## config.mk

```make
export PLATFORM = sky130hd
export DESIGN_NAME = irq_ctl
export DESIGN_NICKNAME = d
export VERILOG_FILES = /design/src/rtl/irq_pkg.sv /design/src/rtl/sync_ff.sv /design/src/rtl/irq_ctl.sv
export SDC_FILE = /design/constraint.sdc
export NUM_CORES = 1
export LEC_CHECK = 0
export CORE_MARGIN = 2
export CORE_UTILIZATION = 30
export CTS_BUF_LIST = sky130_fd_sc_hd__clkbuf_8
export DETAILED_ROUTE_END_ITERATION = 8
export SLEW_MARGIN = 20
export SYNTH_ARGS = -nofsm -noshare
export SYNTH_HDL_FRONTEND = slang
export SYNTH_SLANG_ARGS = --single-unit
```

## constraint.sdc

```tcl
create_clock -name clk -period 1.35 [get_ports clk]
set_clock_uncertainty 0.2 [all_clocks]
set_input_delay 0.27 -clock clk [delete_from_list [all_inputs] [get_ports clk]]
set_output_delay 0.27 -clock clk [all_outputs]
set_load 0.01 [all_outputs]
```

## src/rtl/irq_pkg.sv

```systemverilog
// Shared constants for the irq_ctl interrupt controller: register map and source count.
package irq_pkg;

    localparam int unsigned IRQ_NSRC = 7;
    localparam int unsigned IRQ_DW   = 8;

    localparam logic [1:0] IRQ_STATUS = 2'd0;
    localparam logic [1:0] IRQ_ENABLE = 2'd1;
    localparam logic [1:0] IRQ_MODE   = 2'd2;
    localparam logic [1:0] IRQ_VECTOR = 2'd3;

    localparam logic [IRQ_DW-1:0] IRQ_NONE = 8'h80;

endpackage

```

## src/rtl/sync_ff.sv

```systemverilog
// Single-bit N-stage synchroniser with asynchronous active-low reset.
module sync_ff #(
    parameter int unsigned STAGES = 2
) (
    input  logic clk,
    input  logic rst_n,
    input  logic d,
    output logic q
);

    logic [STAGES-1:0] chain;

    always_ff @(posedge clk or negedge rst_n) begin
        if (!rst_n) begin
            chain <= '0;
        end else begin
            chain <= {chain[STAGES-2:0], d};
        end
    end

    assign q = chain[STAGES-1];

endmodule

```

## src/rtl/irq_ctl.sv

```systemverilog
// 65C02 interrupt controller: seven level/edge sources plus NMI, four mapped registers,
// registered IRQ/NMI and one-cycle registered read data.
module irq_ctl
    import irq_pkg::*;
#(
    parameter int unsigned SYNC_STAGES = 2
) (
    input  logic                clk,
    input  logic                RST,
    input  logic                CS,
    input  logic [1:0]          A,
    input  logic                WE,
    input  logic [IRQ_DW-1:0]   WD,
    input  logic                RDY,
    output logic [IRQ_DW-1:0]   DO,
    input  logic [IRQ_NSRC-1:0] SRC,
    input  logic                NMI_IN,
    output logic                IRQ,
    output logic                NMI
);

    // Bit IRQ_NSRC of the synchroniser vectors carries NMI_IN.
    logic [IRQ_NSRC:0]   raw;
    logic [IRQ_NSRC:0]   sync_q;
    logic [IRQ_NSRC:0]   prev_q;
    logic [IRQ_NSRC:0]   rise_c;

    logic [IRQ_NSRC-1:0] pend;
    logic [IRQ_NSRC-1:0] enable;
    logic [IRQ_NSRC-1:0] mode;
    logic                nmi_pend;

    logic                wr_c;
    logic                rd_c;
    logic [IRQ_DW-1:0]   clr_c;
    logic [IRQ_NSRC-1:0] sw_set_c;
    logic [IRQ_NSRC-1:0] mode_nxt_c;
    logic [IRQ_NSRC-1:0] en_nxt_c;
    logic [IRQ_NSRC-1:0] edge_nxt_c;
    logic [IRQ_NSRC-1:0] pend_nxt_c;
    logic                nmi_nxt_c;
    logic [IRQ_DW-1:0]   vec_c;
    logic [IRQ_DW-1:0]   rdata_c;

    assign raw = {NMI_IN, SRC};

    for (genvar g = 0; g <= IRQ_NSRC; g++) begin : g_sync
        sync_ff #(.STAGES(SYNC_STAGES)) u_sync (
            .clk   (clk),
            .rst_n (RST),
            .d     (raw[g]),
            .q     (sync_q[g])
        );
    end

    assign rise_c = sync_q & ~prev_q;

    // Next-state for pending/config registers and read mux.
    always_comb begin
        wr_c       = CS & WE & RDY;
        rd_c       = CS & ~WE & RDY;
        clr_c      = (wr_c && A == IRQ_STATUS) ? WD : '0;
        sw_set_c   = (wr_c && A == IRQ_VECTOR) ? WD[IRQ_NSRC-1:0] : '0;
        mode_nxt_c = (wr_c && A == IRQ_MODE)   ? WD[IRQ_NSRC-1:0] : mode;
        en_nxt_c   = (wr_c && A == IRQ_ENABLE) ? WD[IRQ_NSRC-1:0] : enable;

        // Set beats clear in edge mode; a bit newly switched to edge mode starts clear.
        edge_nxt_c = (pend & ~clr_c[IRQ_NSRC-1:0]) | rise_c[IRQ_NSRC-1:0] | sw_set_c;
        pend_nxt_c = (mode & edge_nxt_c) | (~mode & sync_q[IRQ_NSRC-1:0]);
        pend_nxt_c = pend_nxt_c & ~(mode_nxt_c & ~mode);
        nmi_nxt_c  = (nmi_pend & ~clr_c[IRQ_NSRC]) | rise_c[IRQ_NSRC];

        vec_c = IRQ_NONE;
        for (int i = int'(IRQ_NSRC) - 1; i >= 0; i--) begin
            if (pend[i] && enable[i]) begin
                vec_c = IRQ_DW'(i);
            end
        end

        case (A)
            IRQ_STATUS: rdata_c = {nmi_pend, pend};
            IRQ_ENABLE: rdata_c = {1'b0, enable};
            IRQ_MODE:   rdata_c = {1'b0, mode};
            default:    rdata_c = vec_c;
        endcase
    end

    always_ff @(posedge clk or negedge RST) begin
        if (!RST) begin
            prev_q   <= '0;
            pend     <= '0;
            enable   <= '0;
            mode     <= '0;
            nmi_pend <= 1'b0;
            IRQ      <= 1'b0;
            NMI      <= 1'b0;
            DO       <= '0;
        end else begin
            prev_q   <= sync_q;
            pend     <= pend_nxt_c;
            enable   <= en_nxt_c;
            mode     <= mode_nxt_c;
            nmi_pend <= nmi_nxt_c;
            IRQ      <= |(pend & enable);
            NMI      <= nmi_pend;
            if (rd_c) begin
                DO <= rdata_c;
            end
        end
    end

endmodule

```

# After elaboration in Yosys (flattened, before gate mapping)
# Cells that the tools add are included.
# word_totals
word_cells	65
reg_bits	56
output_inout_bits	10
inputBits	23
# op_classes
mux	11
bitwise	22
n_reduce_logical	13
eq_ne	3
# ops
op	count
$mux W8	8
$and A7 B7 Y7	6
$pmux W8 S3	1
$not A7 Y7	3
$or A7 B7 Y7	3
$mux W7	2
$logic_and A1 B1 Y1	11
$and A8 B8 Y8	1
$not A8 Y8	1
$reduce_or A7 Y1	1
$and A1 B1 Y1	5
$eq A2 B2 Y1 const B	2
$eq A2 B1 Y1 const B	1
$logic_not A2 Y1	1
$not A1 Y1	2
$or A1 B1 Y1	1

# Depth between registers and ports, before layout
# Gate-level depths: netlist of the first run.
# depth
ltp_word	11
depth_mapped	6
mapped_depth_nobuf	4

# Hierarchy
# From an unflattened synthesis of the first run, not the netlist that was laid out.
# hier_totals
hier_cells	194
hier_area_um2	2202.1
# modules_own_cells
module	instances	area_each_um2	cells_per_inst	seq_area_each_um2
irq_ctl	1	1801.7	178	1001.0
sync_ff	8	50.0	2	50.0

# Worst setup path before layout of the first run
# OpenSTA, ideal clock, no wires.
# synth_timing
kind	input to register
start	in RDY
end	reg pend[0]
setup_time_ns	0.129
path_stages	6
arrival_time_ns	1.222
setup_slack_ns	-0.201
required_ns	1.021
cell_sequence	and3_1 buf_6 and3_4 buf_6 a222oi_1 nor2_1
# synth_via
elab_chain_len	10
# synth_rtl
element	line	source
start, declared	irq_ctl.sv:14	input logic RDY,
$and A1 B1 Y1 *	irq_ctl.sv:60	wr_c = CS & WE & RDY;
$logic_and A1 B1 Y1	irq_ctl.sv:62	clr_c = (wr_c && A == IRQ_STATUS) ? WD : '0;
$mux W8	irq_ctl.sv:62	
$not A7 Y7	irq_ctl.sv:68	edge_nxt_c = (pend & ~clr_c[IRQ_NSRC-1:0]) | rise_c[IRQ_NSRC-1:0] | sw_set_c;
$and A7 B7 Y7	irq_ctl.sv:68	
$or A7 B7 Y7 (2 in a row)	irq_ctl.sv:68	
$and A7 B7 Y7	irq_ctl.sv:69	pend_nxt_c = (mode & edge_nxt_c) | (~mode & sync_q[IRQ_NSRC-1:0]);
$or A7 B7 Y7	irq_ctl.sv:69	
$and A7 B7 Y7 *	irq_ctl.sv:70	pend_nxt_c = pend_nxt_c & ~(mode_nxt_c & ~mode);
via pend_nxt_c[0]	irq_ctl.sv:40	logic [IRQ_NSRC-1:0] pend_nxt_c;
end signal, assigned	irq_ctl.sv:100	pend <= pend_nxt_c;
end, declared	irq_ctl.sv:28	logic [IRQ_NSRC-1:0] pend;
# Mark *: on every way through the listed nets, which the timed path passes. The rest lies on a longest branch.
# A chain may end at the register's enable or synchronous reset.

# Final worst setup path of the first run
# layout_timing
start	reg pend[6]
end	reg DO[2]
# layout_via
elab_chain_len	9
# layout_rtl
element	line	source
$logic_and A1 B1 Y1	irq_ctl.sv:75	if (pend[i] && enable[i]) begin
$mux W8 (7 in a row)	irq_ctl.sv:75	
$pmux W8 S3	irq_ctl.sv:80	case (A)
end signal, assigned	irq_ctl.sv:107	DO <= rdata_c;
end, declared	irq_ctl.sv:15	output logic [IRQ_DW-1:0] DO,
# No other way between the ends.

==> results of run 1 <==
==> metal layers <==
layer  global-route usage [%]  vias to the layer above  wire (µm)
met2                     22.3                       55       2610
met1                     19.0                      902       2400
li1                         -                      868          -
met5                        0                        -          0
met3                     3.69                        6        299
met4                     3.85                        0         63
==> state kept, by name, summed over array words and instances, names as in the netlist <==
| register | count |
|---|---|
| g_sync.u_sync.chain | 16 |
| prev_q | 8 |
| DO | 8 |
| NMI | 1 |
| IRQ | 1 |
| mode | 7 |
| pend | 7 |
| nmi_pend | 1 |
| enable | 7 |
==> final timing paths <==
path                                                          start                                  end  slack (ns)
worst min register to register  g_sync[2].u_sync.chain[0]$_DFF_PN0_  g_sync[2].u_sync.chain[1]$_DFF_PN0_        0.16
worst min-delay path                                             WE                    DO[7]$_DFFE_PN0P_        0.11
max in group asynchronous                                       RST  g_sync[2].u_sync.chain[1]$_DFF_PN0_        0.44
worst max-delay path                              pend[6]$_DFF_PN0_                    DO[2]$_DFFE_PN0P_       -0.21
min in group asynchronous                                       RST                    mode[4]$_DFF_PN0_        0.28
worst max register to register                    pend[6]$_DFF_PN0_                    DO[2]$_DFFE_PN0P_       -0.21
==> repair_timing <==
action / in CTS / in global routing
pin swaps: 8 / 6
endpoints found under the hold margin: 56 / 0
setup endpoints to repair: 41 / 21
hold buffers: 1 / 0
resized for setup: 64 / 16
setup buffers: 10 / 3
==> per-stage QoR <==
stage | TNS [ns] | utilization (%)
detailed placement | -17.59 | 41.8
global placement | -16.77 | 41.8
global route | -1.08 | 45.2
floorplan | -1.85 | -
finish | -0.638 | 45.2
CTS | -0.597 | 44.0
==> Yosys cell counts, types with 2 or more instances <==
library cell,n
a211oi_1,2
a21oi_1,15
a222oi_1,7
a22oi_1,2
buf_2,4
buf_6,2
dfrtp_1,56
inv_1,2
mux2_2,7
mux2i_1,6
nand2_1,33
nand3_1,16
nor2_1,12
nor2b_1,3
o21ai_0,9
o22a_1,2
==> layout by cell type, fill, tap and decap left out, drive strengths merged <==
cell type,instances
buf,71
dfrtp,56
nand2,33
clkdlybuf4s50,16
nand3,16
a21oi,15
nor2,13
o21ai,9
a222oi,7
mux2,7
mux2i,6
clkbuf,6
nor2b,3
and3,2
inv,2
o22a,2
a22oi,2
a211oi,2
a221oi,1
nand3b,1
nor3,1
a22o,1
o41ai,1
a21o,1
a32oi,1
o221ai,1
and3b,1
o21a,1
clkinv,1
bufinv,1
clkinvlp,1
dlygate4sd3,1
clkdlybuf4s15,1
==> cells by family after synthesis <==
logic type / count (synthesis) / synth area share (%)
muxes: 13 / 6.28
AOI/OAI and AO/OA: 44 / 13.4
buffers and inverters: 10 / 2.77
DFF: 56 / 63.4
and+or+nand+nor: 70 / 14.1
==> worst max-delay path: cells and delay by family (launching register included) <==
| family | cells | cell delay [ns] |
|---|---|---|
| DFF | 1 | 0.40 |
| and+or+nand+nor | 1 | 0.03 |
| buffers and inverters | 2 | 0.30 |
| AOI/OAI and AO/OA | 2 | 0.54 |
==> power breakdown <==
group | internal, µW | switching, µW | total [µW]
logic | 586 | 452 | 1040
clock network | 550 | 555 | 1100
registers | 1910 | 166 | 2070
==> final cells by class <==
class,count,share of cell area [%]
Inverter,2,0.232
Tap cell,99,3.82
Clock inverter,3,1.31
Multi-Input combinational cell,127,25.9
Timing Repair Buffer,90,23.4
Clock buffer,5,2.12
Sequential cell,56,43.2
==> metrics.csv, run 1 <==
metric,value,unit
vias in the first global route,1868,
Die Area,8070,µm²
Placed Cells,360,
Multi-input gate area,841,µm²
via count,1831,
pin count of the biggest net entering global routing,57,
core area,7180,µm²
Most used DFF post-synth,dfrtp_1,
CTS tree,done,
Slew Limit Fails,0,
Mapped Cells,193,
chip width,89.8,µm
RSZ-0062 raised after global routing,true,
area delta synth->final,46.6,%
Max-slew headroom,76.9,%
initial antenna violation count,0,
synth warn,0,
reg2reg path depth,5,
CTS Buffer Depth,2,
"Power, Total",4210,µW
layout cell share with drive strength beyond 1,36.0,%
CTS H-tree depth,2,
drt first pass iters,5,
share of the synthesized area in the top cell type,63.4,%
Routed Wire Length,5.37,mm
worst-path cell chain,a222oi_1 -> buf_4 -> buf_6 -> nor3_2 -> o22a_1,
outcome,finished with violations,
Finished Layout Cells,382,
Register Area,1400,µm²
Place WS,-0.691,ns
n_diodes,0,
initial core utilization,30.8,%
total CTS buffers,5,
Syn Nets,216,
NumNets Final,305,
"Clk Latency, worst-skew pair",0.32,ns
fin worst setup slack,-0.213,ns
sequential area share after synthesis,63.4,%
post-route cell area,3240,µm²
Worst Setup Start Kind,flop,
critical path required time,1.37,ns
vias per cell,4.79,
clk sinks,56,
max incr delay on CP,0.40,ns
"area leader, netlist",dfrtp_1,
crit end category,flop,
row count,31,
chip height,89.8,µm
crit path DAT,1.58,ns
fmax,640,MHz
worst hold stages,3,
I/O pin count,33,
worst setup path category,reg2reg,
Post-synth ARST share,100,%
final hold vios,0,
Max Cap Viol,0,
fillers,693,
port bufs,32,
first-pass GRT wire length,9.11,mm
GP Congestion,0.808,
Yosys cell types,31,
Worst-path clk slew,0.10,ns
drt drc,0,
number of synthesized flops with an enable pin,0,
total gr overflow,0,
placed cell areas,3000,µm²
LEAKAGE,0.00149,µW
worst-path maximum fanout,2,
Post-DP HPWL,3.71,mm
final critical-path required period,1.56,ns
slew at the pin closest to its max-slew limit,0.346,ns
Final ANT Viol Nets,0,
root buffer cell,clkbuf_8,
top post-synthesis cells by area,"dfrtp_1 (63%), nand2_1 (5.6%), nand3_1 (3.6%)",
CP max-delay cell,dfrtp_1,
Mapped Area,2210,µm²
final critical-path share of the clock period,116,%
HP Class,in2reg,
VDD IR-drop max,490,µV
Synth Register Bits,56,
syn avg cell area,11.5,µm²
Hold WS,0.107,ns
Pwr Density,1300,nW/µm²
failing checks,setup timing,
gr usage total,14.0,%
WL per Instance,14.1,µm
setup violators final,5,
initial drt markers,77,
Note: power is estimated with default switching activity, not from simulation.
==> run 2, diff against run 1 <==
--- a/config.mk
+++ b/config.mk
@@ -5,10 +5,12 @@
 export SDC_FILE = /design/constraint.sdc
 export NUM_CORES = 1
 export LEC_CHECK = 0
+export CORE_ASPECT_RATIO = 1.75
 export CORE_MARGIN = 2
 export CORE_UTILIZATION = 30
 export CTS_BUF_LIST = sky130_fd_sc_hd__clkbuf_8
 export DETAILED_ROUTE_END_ITERATION = 8
+export PLACE_DENSITY = 0.52
 export SLEW_MARGIN = 20
 export SYNTH_ARGS = -nofsm -noshare
 export SYNTH_HDL_FRONTEND = slang
==> run 2 against run 1 <==
  * The run still ends with setup timing left
  * Core utilization down 0.11 points
  * Clock power up 12%
  * First-iteration DRC count rose by 29%
  * Via count decreased by 0.60%
  * Maximum frequency increased by 3.1%
  * Total power increased by 3.7%
  * Sequential share of layout area increased by 0.067 points
  * Cell count decreased by 3.1%
  * Cell area fell by 0.15%
  * Combinational power hardly changed
  * Critical endpoint is now DO[7]$_DFFE_PN0P_
==> metrics.csv, run 2 (same netlist as run 1, synthesis figures left out) <==
metric,value,unit
final hold vios,0,
"leading cell types in the layout, fill and taps excluded","dfrtp_1 (56), buf_4 (49), nand2_1 (32)",
vias in the first global route,1891,
first-pass GRT wire length,9.23,mm
chip width,68.9,µm
gr usage total,15.6,%
RSZ-0062 raised after global routing,true,
worst-path cell chain,a222oi_1 -> buf_4 -> nand3_4 -> o21ai_2 -> o21a_1,
crit path DAT,1.59,ns
via count,1820,
GP Congestion,0.779,
I/O pin count,33,
WL per Instance,15.3,µm
critical path required time,1.43,ns
pin count of the biggest net entering global routing,57,
Worst Setup Start Kind,flop,
initial core utilization,30.8,%
crit end category,flop,
final critical-path required period,1.52,ns
outcome,finished with violations,
area delta synth->final,46.4,%
core area,7180,µm²
Final ANT Viol Nets,0,
VDD IR-drop max,683,µV
"Clk Latency, worst-skew pair",0.33,ns
max reg flops,16,
M1 wire length,2.21,mm
Max-slew headroom,78.5,%
metal2 WL,3.17,mm
layout cell share with drive strength beyond 1,37.0,%
Die Area,8100,µm²
fillers,725,
setup violators final,5,
Top Registers,"g_sync.u_sync.chain: 16 flops, DO: 8 flops, prev_q: 8 flops",
fin worst setup slack,-0.167,ns
Placed Cells,350,
Pwr Density,1350,nW/µm²
HP Class,in2reg,
CTS Buffer Depth,2,
failing checks,setup timing,
Slew Limit Fails,0,
Worst-path clk slew,0.11,ns
drt first pass iters,6,
slew at the pin closest to its max-slew limit,0.323,ns
max incr delay on CP,0.42,ns
top sig layer,met4,
"most common cell after layout, fill and taps aside",dfrtp_1,
routed length on met3,162,µm
NumNets Final,306,
n_diodes,0,
placed cell areas,3000,µm²
total gr overflow,0,
initial drt markers,99,
worst setup path category,reg2reg,
chip height,118,µm
reg2reg path depth,5,
worst hold stages,3,
post-route cell area,3240,µm²
CTS H-tree depth,2,
clk sinks,56,
LEAKAGE,0.00149,µW
final critical-path share of the clock period,112,%
worst-path maximum fanout,4,
vias per cell,4.92,
Place WS,-0.660,ns
most flop-heavy register,g_sync.u_sync.chain,
total CTS buffers,5,
Max Cap Viol,0,
drt drc,0,
Routed Wire Length,5.67,mm
port bufs,32,
initial antenna violation count,0,
Post-DP HPWL,3.99,mm
CTS tree,done,
row count,41,
Finished Layout Cells,370,
root buffer cell,clkbuf_8,
fmax,659,MHz
final core occ,45.1,%
CP max-delay cell,dfrtp_1,
Hold WS,0.105,ns
run 2: report_power, final:
part           internal (µW)  total [µW]  switching, µW
sequential              1910        2070            166
combinational            604        1070            469
clock                    655        1230            570
run 2: metal layers:
metal  up-vias  global-route usage, %
met1       912                   17.4
met4         0                   6.99
li1        872                      -
met5         -                      0
met3         7                   2.87
met2        29                   27.5
run 2: layout make-up:
class | count | area [µm²] | area share [%]
Tap cell | 86 | 108 | 3.32
Clock inverter | 1 | 30.0 | 0.928
Multi-Input combinational cell | 127 | 840 | 25.9
Sequential cell | 56 | 1400 | 43.3
Timing Repair Buffer | 91 | 754 | 23.3
Inverter | 2 | 7.51 | 0.232
Clock buffer | 7 | 96.3 | 2.98
run 2: worst paths after layout:
check	endpoint	slack, ns	from
setup / recovery	DO[7]$_DFFE_PN0P_	-0.17	pend[5]$_DFF_PN0_
hold / removal	DO[7]$_DFFE_PN0P_	0.11	WE
setup reg to reg	DO[7]$_DFFE_PN0P_	-0.17	pend[5]$_DFF_PN0_
hold reg to reg	g_sync[7].u_sync.chain[1]$_DFF_PN0_	0.15	g_sync[7].u_sync.chain[0]$_DFF_PN0_
max in group asynchronous	prev_q[3]$_DFF_PN0_	0.43	RST
min in group asynchronous	g_sync[7].u_sync.chain[1]$_DFF_PN0_	0.26	RST
run 2: worst max-delay path, delay by kind of cell (launching register included):
family,cells,cell delay (ns)
compound gates,3,0.59
flops,1,0.42
simple gates,1,0.07
buf+inv,1,0.20
run 2: repair_timing:
| item | 4_1_cts | 5_1_grt |
|---|---|---|
| hold buffers | 1 | 0 |
| resized for setup | 73 | 9 |
| endpoints found under the setup margin | 41 | 19 |
| endpoints found under the hold margin | 56 | 0 |
| pin swaps | 13 | 10 |
| setup buffers | 7 | 5 |
run 2: metrics by stage:
stage | TNS, ns | total power, µW
6_report | -0.466 | 4370
5_1_grt | -0.976 | 4610
4_1_cts | -0.511 | 4360
3_5_place_dp | -18.17 | 3060
3_3_place_gp | -17.74 | 3040
2_1_floorplan | -1.85 | 2470
